==> config.mk <==
export PLATFORM = sky130hd
export DESIGN_NAME = mem_port_arbiter
export DESIGN_NICKNAME = d
export VERILOG_FILES = /design/src/rtl/mem_arb_pkg.sv /design/src/rtl/port_arb.sv /design/src/rtl/mem_port_arbiter.sv
export SDC_FILE = /design/constraint.sdc
export NUM_CORES = 1
export LEC_CHECK = 0
export ABC_AREA = 1
export CORE_AREA = 10 10 379 381
export DETAILED_ROUTE_END_ITERATION = 12
export DIE_AREA = 0 0 389 391
export PLACE_DENSITY = 0.42
export SYNTH_ARGS = -nofsm -noshare
export SYNTH_HDL_FRONTEND = slang
export SYNTH_SLANG_ARGS = --single-unit
==> constraint.sdc <==
create_clock -name clk -period 2.09 [get_ports clk]
set_input_delay 0.418 -clock clk [delete_from_list [all_inputs] [get_ports clk]]
set_output_delay 0.418 -clock clk [all_outputs]
set_load 0.02 [all_outputs]
==> src/rtl/mem_arb_pkg.sv <==
// rtl/mem_arb_pkg.sv - shared constants and helpers for the memory port arbiter
//
// Requester indices, port-select encodings and the round-robin pick helper
// used by both mem_port_arbiter and port_arb.

package mem_arb_pkg;

    localparam int NUM_REQ  = 3;
    localparam int NUM_PORT = 4;

    // Requester indices into req_r/gnt_r/rvalid_r
    localparam int CORE = 0;
    localparam int HOST = 1;
    localparam int HASH = 2;

    // Port-select encodings found in addr_r[ADDR_WIDTH+1:ADDR_WIDTH]
    localparam logic [1:0] MEM0_P0 = 2'b00;
    localparam logic [1:0] MEM0_P1 = 2'b01;
    localparam logic [1:0] MEM1_P0 = 2'b10;
    localparam logic [1:0] MEM1_P1 = 2'b11;

    // Pick one of host/hash. cand[0]=host, cand[1]=hash; ptr=0 favours host.
    // Returns a one-hot grant over all three requesters (core bit always 0).
    function automatic logic [NUM_REQ-1:0] rr_pick(input logic [1:0] cand, input logic ptr);
        logic [NUM_REQ-1:0] g;
        if (cand == 2'b11) begin
            g = ptr ? 3'b100 : 3'b010;
        end else begin
            g = {cand, 1'b0};
        end
        return g;
    endfunction

endpackage

==> src/rtl/port_arb.sv <==
// rtl/port_arb.sv - single memory port arbiter with read-return path
//
// Ports:
//   clk, rstn      clock, asynchronous active-low reset
//   core_lock      blocks host/hash from this port
//   rr_ptr         global round-robin pointer (0 = host first)
//   req, we        per-requester request (already decoded for this port), write enable
//   starved        host/hash starve counters have reached the limit
//   addr, wdata    per-requester word address and write data (flattened)
//   rd_data        memory read data, valid one cycle after the address
//   gnt            one-hot grant for this port
//   rr_used        a grant on this port was decided by round-robin
//   port_addr, port_wr_en, port_wr_data   memory port drive
//   rvalid, rdata  per-requester read return (flattened), zero when not owner

module port_arb
    import mem_arb_pkg::*;
#(
    parameter int ADDR_WIDTH = 12,
    parameter int DATA_WIDTH = 64
) (
    input  logic                           clk,
    input  logic                           rstn,
    input  logic                           core_lock,
    input  logic                           rr_ptr,
    input  logic [NUM_REQ-1:0]             req,
    input  logic [NUM_REQ-1:0]             we,
    input  logic [HASH:HOST]               starved,
    input  logic [NUM_REQ*ADDR_WIDTH-1:0]  addr,
    input  logic [NUM_REQ*DATA_WIDTH-1:0]  wdata,
    input  logic [DATA_WIDTH-1:0]          rd_data,
    output logic [NUM_REQ-1:0]             gnt,
    output logic                           rr_used,
    output logic [ADDR_WIDTH-1:0]          port_addr,
    output logic                           port_wr_en,
    output logic [DATA_WIDTH-1:0]          port_wr_data,
    output logic [NUM_REQ-1:0]             rvalid,
    output logic [NUM_REQ*DATA_WIDTH-1:0]  rdata
);

    logic [1:0] hh_req;
    logic [1:0] hh_starved;
    logic       rd_fire;
    logic [1:0] rd_idx;
    logic       owner_valid;
    logic [1:0] owner;

    // Priority: starved host/hash, then core, then round-robin host/hash.
    // A starved tie is broken by the pointer but does not count as a
    // round-robin grant, so the pointer only advances on the last tier.
    always_comb begin
        gnt        = '0;
        rr_used    = 1'b0;
        hh_req     = req[HASH:HOST] & {2{~core_lock}};
        hh_starved = hh_req & starved;
        if (hh_starved != 2'b00) begin
            gnt = rr_pick(hh_starved, rr_ptr);
        end else if (req[CORE]) begin
            gnt = 3'b001;
        end else if (hh_req != 2'b00) begin
            gnt     = rr_pick(hh_req, rr_ptr);
            rr_used = 1'b1;
        end
    end

    always_comb begin
        port_addr    = '0;
        port_wr_en   = 1'b0;
        port_wr_data = '0;
        rd_idx       = 2'd0;
        for (int r = 0; r < NUM_REQ; r++) begin
            if (gnt[r]) begin
                port_addr    = addr[r*ADDR_WIDTH +: ADDR_WIDTH];
                port_wr_en   = we[r];
                port_wr_data = we[r] ? wdata[r*DATA_WIDTH +: DATA_WIDTH] : '0;
                rd_idx       = 2'(r);
            end
        end
        rd_fire = |(gnt & ~we);
    end

    always_ff @(posedge clk or negedge rstn) begin
        if (!rstn) begin
            owner_valid <= 1'b0;
            owner       <= 2'd0;
        end else begin
            owner_valid <= rd_fire;
            owner       <= rd_idx;
        end
    end

    always_comb begin
        rvalid = '0;
        rdata  = '0;
        for (int r = 0; r < NUM_REQ; r++) begin
            rvalid[r] = owner_valid && (owner == 2'(r));
            rdata[r*DATA_WIDTH +: DATA_WIDTH] = rvalid[r] ? rd_data : '0;
        end
    end

endmodule

==> src/rtl/mem_port_arbiter.sv <==
// rtl/mem_port_arbiter.sv - shares four RAM ports among core, host loader and hash DMA
//
// Ports:
//   clk, rstn      clock, asynchronous active-low reset
//   core_lock      1 = host and hash blocked from all ports
//   req_r, we_r    per-requester request / write enable (0=core,1=host,2=hash)
//   addr_r         per-requester {port_sel[1:0], word address}
//   wdata_r        per-requester write data
//   gnt_r          per-requester grant, combinational with req_r
//   rvalid_r       per-requester read valid, one cycle after a granted read
//   rdata_r        per-requester read data
//   mem_addr, mem_wr_en, mem_wr_data   per-port drive, port index = {bank,port}
//   mem_rd_data    per-port read data

module mem_port_arbiter
    import mem_arb_pkg::*;
#(
    parameter int ADDR_WIDTH   = 12,
    parameter int DATA_WIDTH   = 64,
    parameter int STARVE_LIMIT = 8
) (
    input  logic                               clk,
    input  logic                               rstn,
    input  logic                               core_lock,
    input  logic [NUM_REQ-1:0]                 req_r,
    input  logic [NUM_REQ-1:0]                 we_r,
    input  logic [NUM_REQ*(ADDR_WIDTH+2)-1:0]  addr_r,
    input  logic [NUM_REQ*DATA_WIDTH-1:0]      wdata_r,
    output logic [NUM_REQ-1:0]                 gnt_r,
    output logic [NUM_REQ-1:0]                 rvalid_r,
    output logic [NUM_REQ*DATA_WIDTH-1:0]      rdata_r,
    output logic [NUM_PORT*ADDR_WIDTH-1:0]     mem_addr,
    output logic [NUM_PORT-1:0]                mem_wr_en,
    output logic [NUM_PORT*DATA_WIDTH-1:0]     mem_wr_data,
    input  logic [NUM_PORT*DATA_WIDTH-1:0]     mem_rd_data
);

    localparam int SEL_W = ADDR_WIDTH + 2;
    localparam int CNT_W = $clog2(STARVE_LIMIT + 1);
    localparam logic [CNT_W-1:0] CNT_MAX = CNT_W'(STARVE_LIMIT);

    logic [NUM_REQ-1:0]            req_eff;
    logic [NUM_REQ*ADDR_WIDTH-1:0] addr_lo;
    logic [1:0]                    port_sel [NUM_REQ];
    logic [NUM_REQ-1:0]            port_req    [NUM_PORT];
    logic [NUM_REQ-1:0]            port_gnt    [NUM_PORT];
    logic [NUM_REQ-1:0]            port_rvalid [NUM_PORT];
    logic [NUM_REQ*DATA_WIDTH-1:0] port_rdata  [NUM_PORT];
    logic [NUM_PORT-1:0]           rr_used;
    logic                          rr_ptr;
    logic [CNT_W-1:0]              starve_cnt_host;
    logic [CNT_W-1:0]              starve_cnt_hash;
    logic [HASH:HOST]              starved;

    // Requests are masked while reset is held so the combinational grant
    // path shows reset values immediately, not only after the next edge.
    assign req_eff = rstn ? req_r : '0;

    assign starved[HOST] = (starve_cnt_host == CNT_MAX);
    assign starved[HASH] = (starve_cnt_hash == CNT_MAX);

    for (genvar r = 0; r < NUM_REQ; r++) begin : g_req
        assign addr_lo[r*ADDR_WIDTH +: ADDR_WIDTH] = addr_r[r*SEL_W +: ADDR_WIDTH];
        assign port_sel[r] = addr_r[r*SEL_W + ADDR_WIDTH +: 2];
    end

    for (genvar p = 0; p < NUM_PORT; p++) begin : g_port
        for (genvar r = 0; r < NUM_REQ; r++) begin : g_dec
            assign port_req[p][r] = req_eff[r] && (port_sel[r] == 2'(p));
        end

        port_arb #(
            .ADDR_WIDTH (ADDR_WIDTH),
            .DATA_WIDTH (DATA_WIDTH)
        ) u_port_arb (
            .clk          (clk),
            .rstn         (rstn),
            .core_lock    (core_lock),
            .rr_ptr       (rr_ptr),
            .req          (port_req[p]),
            .we           (we_r),
            .starved      (starved),
            .addr         (addr_lo),
            .wdata        (wdata_r),
            .rd_data      (mem_rd_data[p*DATA_WIDTH +: DATA_WIDTH]),
            .gnt          (port_gnt[p]),
            .rr_used      (rr_used[p]),
            .port_addr    (mem_addr[p*ADDR_WIDTH +: ADDR_WIDTH]),
            .port_wr_en   (mem_wr_en[p]),
            .port_wr_data (mem_wr_data[p*DATA_WIDTH +: DATA_WIDTH]),
            .rvalid       (port_rvalid[p]),
            .rdata        (port_rdata[p])
        );
    end

    // Each requester targets one port, so OR-ing across ports never merges
    // two live values for the same requester.
    always_comb begin
        gnt_r    = '0;
        rvalid_r = '0;
        rdata_r  = '0;
        for (int p = 0; p < NUM_PORT; p++) begin
            gnt_r    = gnt_r    | port_gnt[p];
            rvalid_r = rvalid_r | port_rvalid[p];
            rdata_r  = rdata_r  | port_rdata[p];
        end
    end

    // One toggle per cycle even if several ports granted by round-robin.
    always_ff @(posedge clk or negedge rstn) begin
        if (!rstn) begin
            rr_ptr <= 1'b0;
        end else if (|rr_used) begin
            rr_ptr <= ~rr_ptr;
        end
    end

    // Starve counters: clear on idle or grant, hold under core_lock,
    // otherwise count denied cycles up to the limit.
    always_ff @(posedge clk or negedge rstn) begin
        if (!rstn) begin
            starve_cnt_host <= '0;
            starve_cnt_hash <= '0;
        end else begin
            if (!req_eff[HOST] || gnt_r[HOST]) begin
                starve_cnt_host <= '0;
            end else if (!core_lock && starve_cnt_host != CNT_MAX) begin
                starve_cnt_host <= starve_cnt_host + CNT_W'(1);
            end

            if (!req_eff[HASH] || gnt_r[HASH]) begin
                starve_cnt_hash <= '0;
            end else if (!core_lock && starve_cnt_hash != CNT_MAX) begin
                starve_cnt_hash <= starve_cnt_hash + CNT_W'(1);
            end
        end
    end

endmodule
==> results of run 1 <==
[registers in the layout, summed over array words and instances, names as in the netlist]
name                           flops
g_port.u_port_arb.owner_valid      4
g_port.u_port_arb.owner            8
rr_ptr                             1
starve_cnt_host                    4
starve_cnt_hash                    4
[cell type report]
class                           instances  share of cell area (%)
Tap cell                             1794                    5.68
Inverter                              353                    3.47
Timing Repair Buffer                 1846                    53.1
Antenna cell                           21                   0.133
Clock inverter                          1                  0.0190
Multi-Input combinational cell       1988                    36.0
Clock buffer                            3                   0.190
Sequential cell                        21                    1.35
[per-stage QoR]
step	area (sq um)	power, uW
finish	39500	5950
global route	39500	6190
CTS	31700	5270
detailed placement	29800	4560
global placement	29800	4580
floorplan	13000	1570
[power by group]
| part | switching (uW) | total (uW) | internal [uW] |
|---|---|---|---|
| combinational | 2710 | 5030 | 2330 |
| sequential | 12.6 | 435 | 422 |
| clock | 224 | 486 | 262 |
| total | 2940 | 5950 | 3010 |
[cells by family after synthesis]
| kind of cell | after synthesis |
|---|---|
| adder cells (fa/ha/maj) | 4 |
| AO/OA/AOI/OAI | 639 |
| buffers and inverters | 541 |
| AND/OR/NAND/NOR | 1339 |
| flip-flops | 21 |
| XOR/XNOR | 6 |
[final timing paths]
kind                                               endpoint  slack [ns]
setup / recovery                           mem_wr_data[174]       -0.95
hold / removal                           starve_cnt_hash[2]        0.24
setup reg to reg           g_port[2].u_port_arb.owner_valid       -0.29
hold reg to reg                          starve_cnt_hash[3]        0.62
max in group asynchronous     g_port[0].u_port_arb.owner[0]        1.47
min in group clk                         starve_cnt_hash[3]        0.62
[per-layer routing]
| layer | up-vias | part of all wire [%] | routed length (um) | track usage, % |
|---|---|---|---|---|
| met2 | 1631 | 49 | 95400 | 38.6 |
| met1 | 13239 | 37 | 72200 | 25.4 |
| met4 | 4 | 5.6 | 11000 | 6.41 |
| li1 | 11811 | - | - | - |
| met5 | - | 0.014 | 27 | 0 |
| met3 | 352 | 8.3 | 16300 | 5.30 |
[what timing repair did]
item                                    in CTS  in global routing
gates resized for setup                    815               1754
gates cloned                                15                 48
pin swaps                                   58                180
endpoints found under the setup margin     523                519
buffers inserted                            78                250
[placed cells by master, fill, tap and decap left out, types with 41 or more instances in the layout]
master | Yosys | final
inv_1 | 352 | 323
a21oi_2 | 0 | 67
clkbuf_16 | 0 | 56
buf_4 | 16 | 668
a21oi_1 | 122 | 52
o21ai_1 | 8 | 42
buf_6 | 6 | 288
o21ai_2 | 2 | 50
nand3_4 | 0 | 44
clkdlybuf4s50_1 | 0 | 485
nand3_2 | 3 | 49
buf_12 | 0 | 265
nor2_1 | 55 | 41
o22ai_2 | 0 | 57
a22oi_2 | 0 | 56
o22ai_4 | 0 | 45
o211ai_1 | 154 | 154
nand2_2 | 8 | 187
nand2_4 | 0 | 93
nand2_1 | 1131 | 854
==> metrics.yaml, run 1 <==
io_pins: 1005
setup_violations: 518
first_pass_iters: 5
final_cells: 6027
synth-simple-area-share_pct: 43.3
syn_area_per_cell_sq_um: 4.81
arrival_ns: 2.62
dp_slack_ns: -1.46
crit_type: "reg2out"
leakagePower_uw: 0.0184
viasPerCell: 4.49
fin_nets: 4716
clk_pin_slew_ns: 0.07
cellPowerDensity_nw_per_um2: 151
overflow: 0
hold_ws_ns: 0.240
worstSetupStartpointType: "flip-flop"
drcViolationCount: 0
fin_tns_setup_ns: -309.43
yosys_register_bits: 21
syn2layout_area_growth_pct: 222
crit_path_end_kind: "output pin"
r2r_cells: 13
first_global_vias: 24861
rows: 136
ys_warn_count: 0
crit_required_ns: 1.67
nFillCells: 14729
status: "complete, but fails checks"
syn_inst: 2550
async_flop_share_pct: 100
drv_cap: 0
final_util_pct: 29.0
syn-num-nets: 3053
regArea_sq_um: 532
grt_usage_pct: 21.6
synth_top_family_by_area: "simple AND/OR/NAND/NOR gates"
coreArea_sq_um: 136000
io_buffers: 1004
synth-compound-area-share_pct: 33.6
cts_root_buf: "clkbuf_16"
wl_um: 195000
fin_crit_sh_pct: 145
violations: "negative setup slack"
slowest_delay_ns: 0.39
synth_edf_count: 0
place.gp.congestion: 0.964
slew_violations: 0
clkSinkCount: 21
clock.fmax_ghz: 0.329
r2r_start: "starve_cnt_hash[0]"
wl_per_cell_um: 32.3
synth_adder_area_share_pct: 0.408
slowest_stage: "dfrtp_1"
cp_common_cell: "nand2_4"
ir_drop_v: 0.000265
synth_top_cells_by_count: "1,131 x nand2_1, 352 x inv_1, 154 x o211ai_1"
synth_ff_type: "dfrtp_1"
synthesis.area_sq_um: 12300
synth_cell_types: 31
setup_ws_ns: -0.945
hold_buffers: 0
cp_num_cells: 13
cts_tree: "built"
synth_top_area_cell: "nand2_1"
grt_first_pass_wirelength_um: 230000
yosysMostFrequentCell: "nand2_1"
path_buf_inv: 6
fin_skew_ns: 0.0110
cts_buffers: 3
timing.slew.headroom_pct: 63.8
detail-route-antenna-nets: 0
htreeDepth: 1
yosysSeqAreaShare_pct: 4.28
clk_path_buf_depth: 2
critPathTopFamily: "buffers and inverters"
num_vias: 27037
tightest_slew_ns: 0.537
multiInputGateArea_sq_um: 14200
rsz0062_at_grt: "yes"
dieHeight_um: 391
hold_path_class: "in2async"
place_inst: 5643
crit_fanout: 7
critPathLaunch: "starve_cnt_hash[0]"
drive_above_1_share_pct: 50.7
grt_max_degree: 32
fin_crit_ns: 3.04
synth_area_leaders: "nand2_1 35%, inv_1 11%, o211ai_1 9.4%, o22ai_1 6.0%, a21oi_1 5.0%"
drt_iter0_drc: 2484
crit_path_cell_trace: "inv_2, ha_4, nand2_4, nor2_4, buf_6, nand2_4, nand2_4, nand2_8, buf_12, buf_16, buf_12, o211ai_1, buf_4"
synth_top_area_share_pct: 34.6
die_w_um: 389
clk_latency_ns: 0.29
synth_mux_area_share_pct: 0
start_util_pct: 9.01
synth-xor-area-share_pct: 0.428
die-area_sq_um: 152000
dpl.hpwl_um: 144000
antenna_found_initial: 35
hold_viol_final: 0
No activity file was read; power rests on OpenSTA's default activity.
==> run 2: changes to the inputs <==
- SLEW_MARGIN: not set -> 20
==> results of run 2 <==
Same layout as run 1: the final DEF is identical, and so are final timing and power.
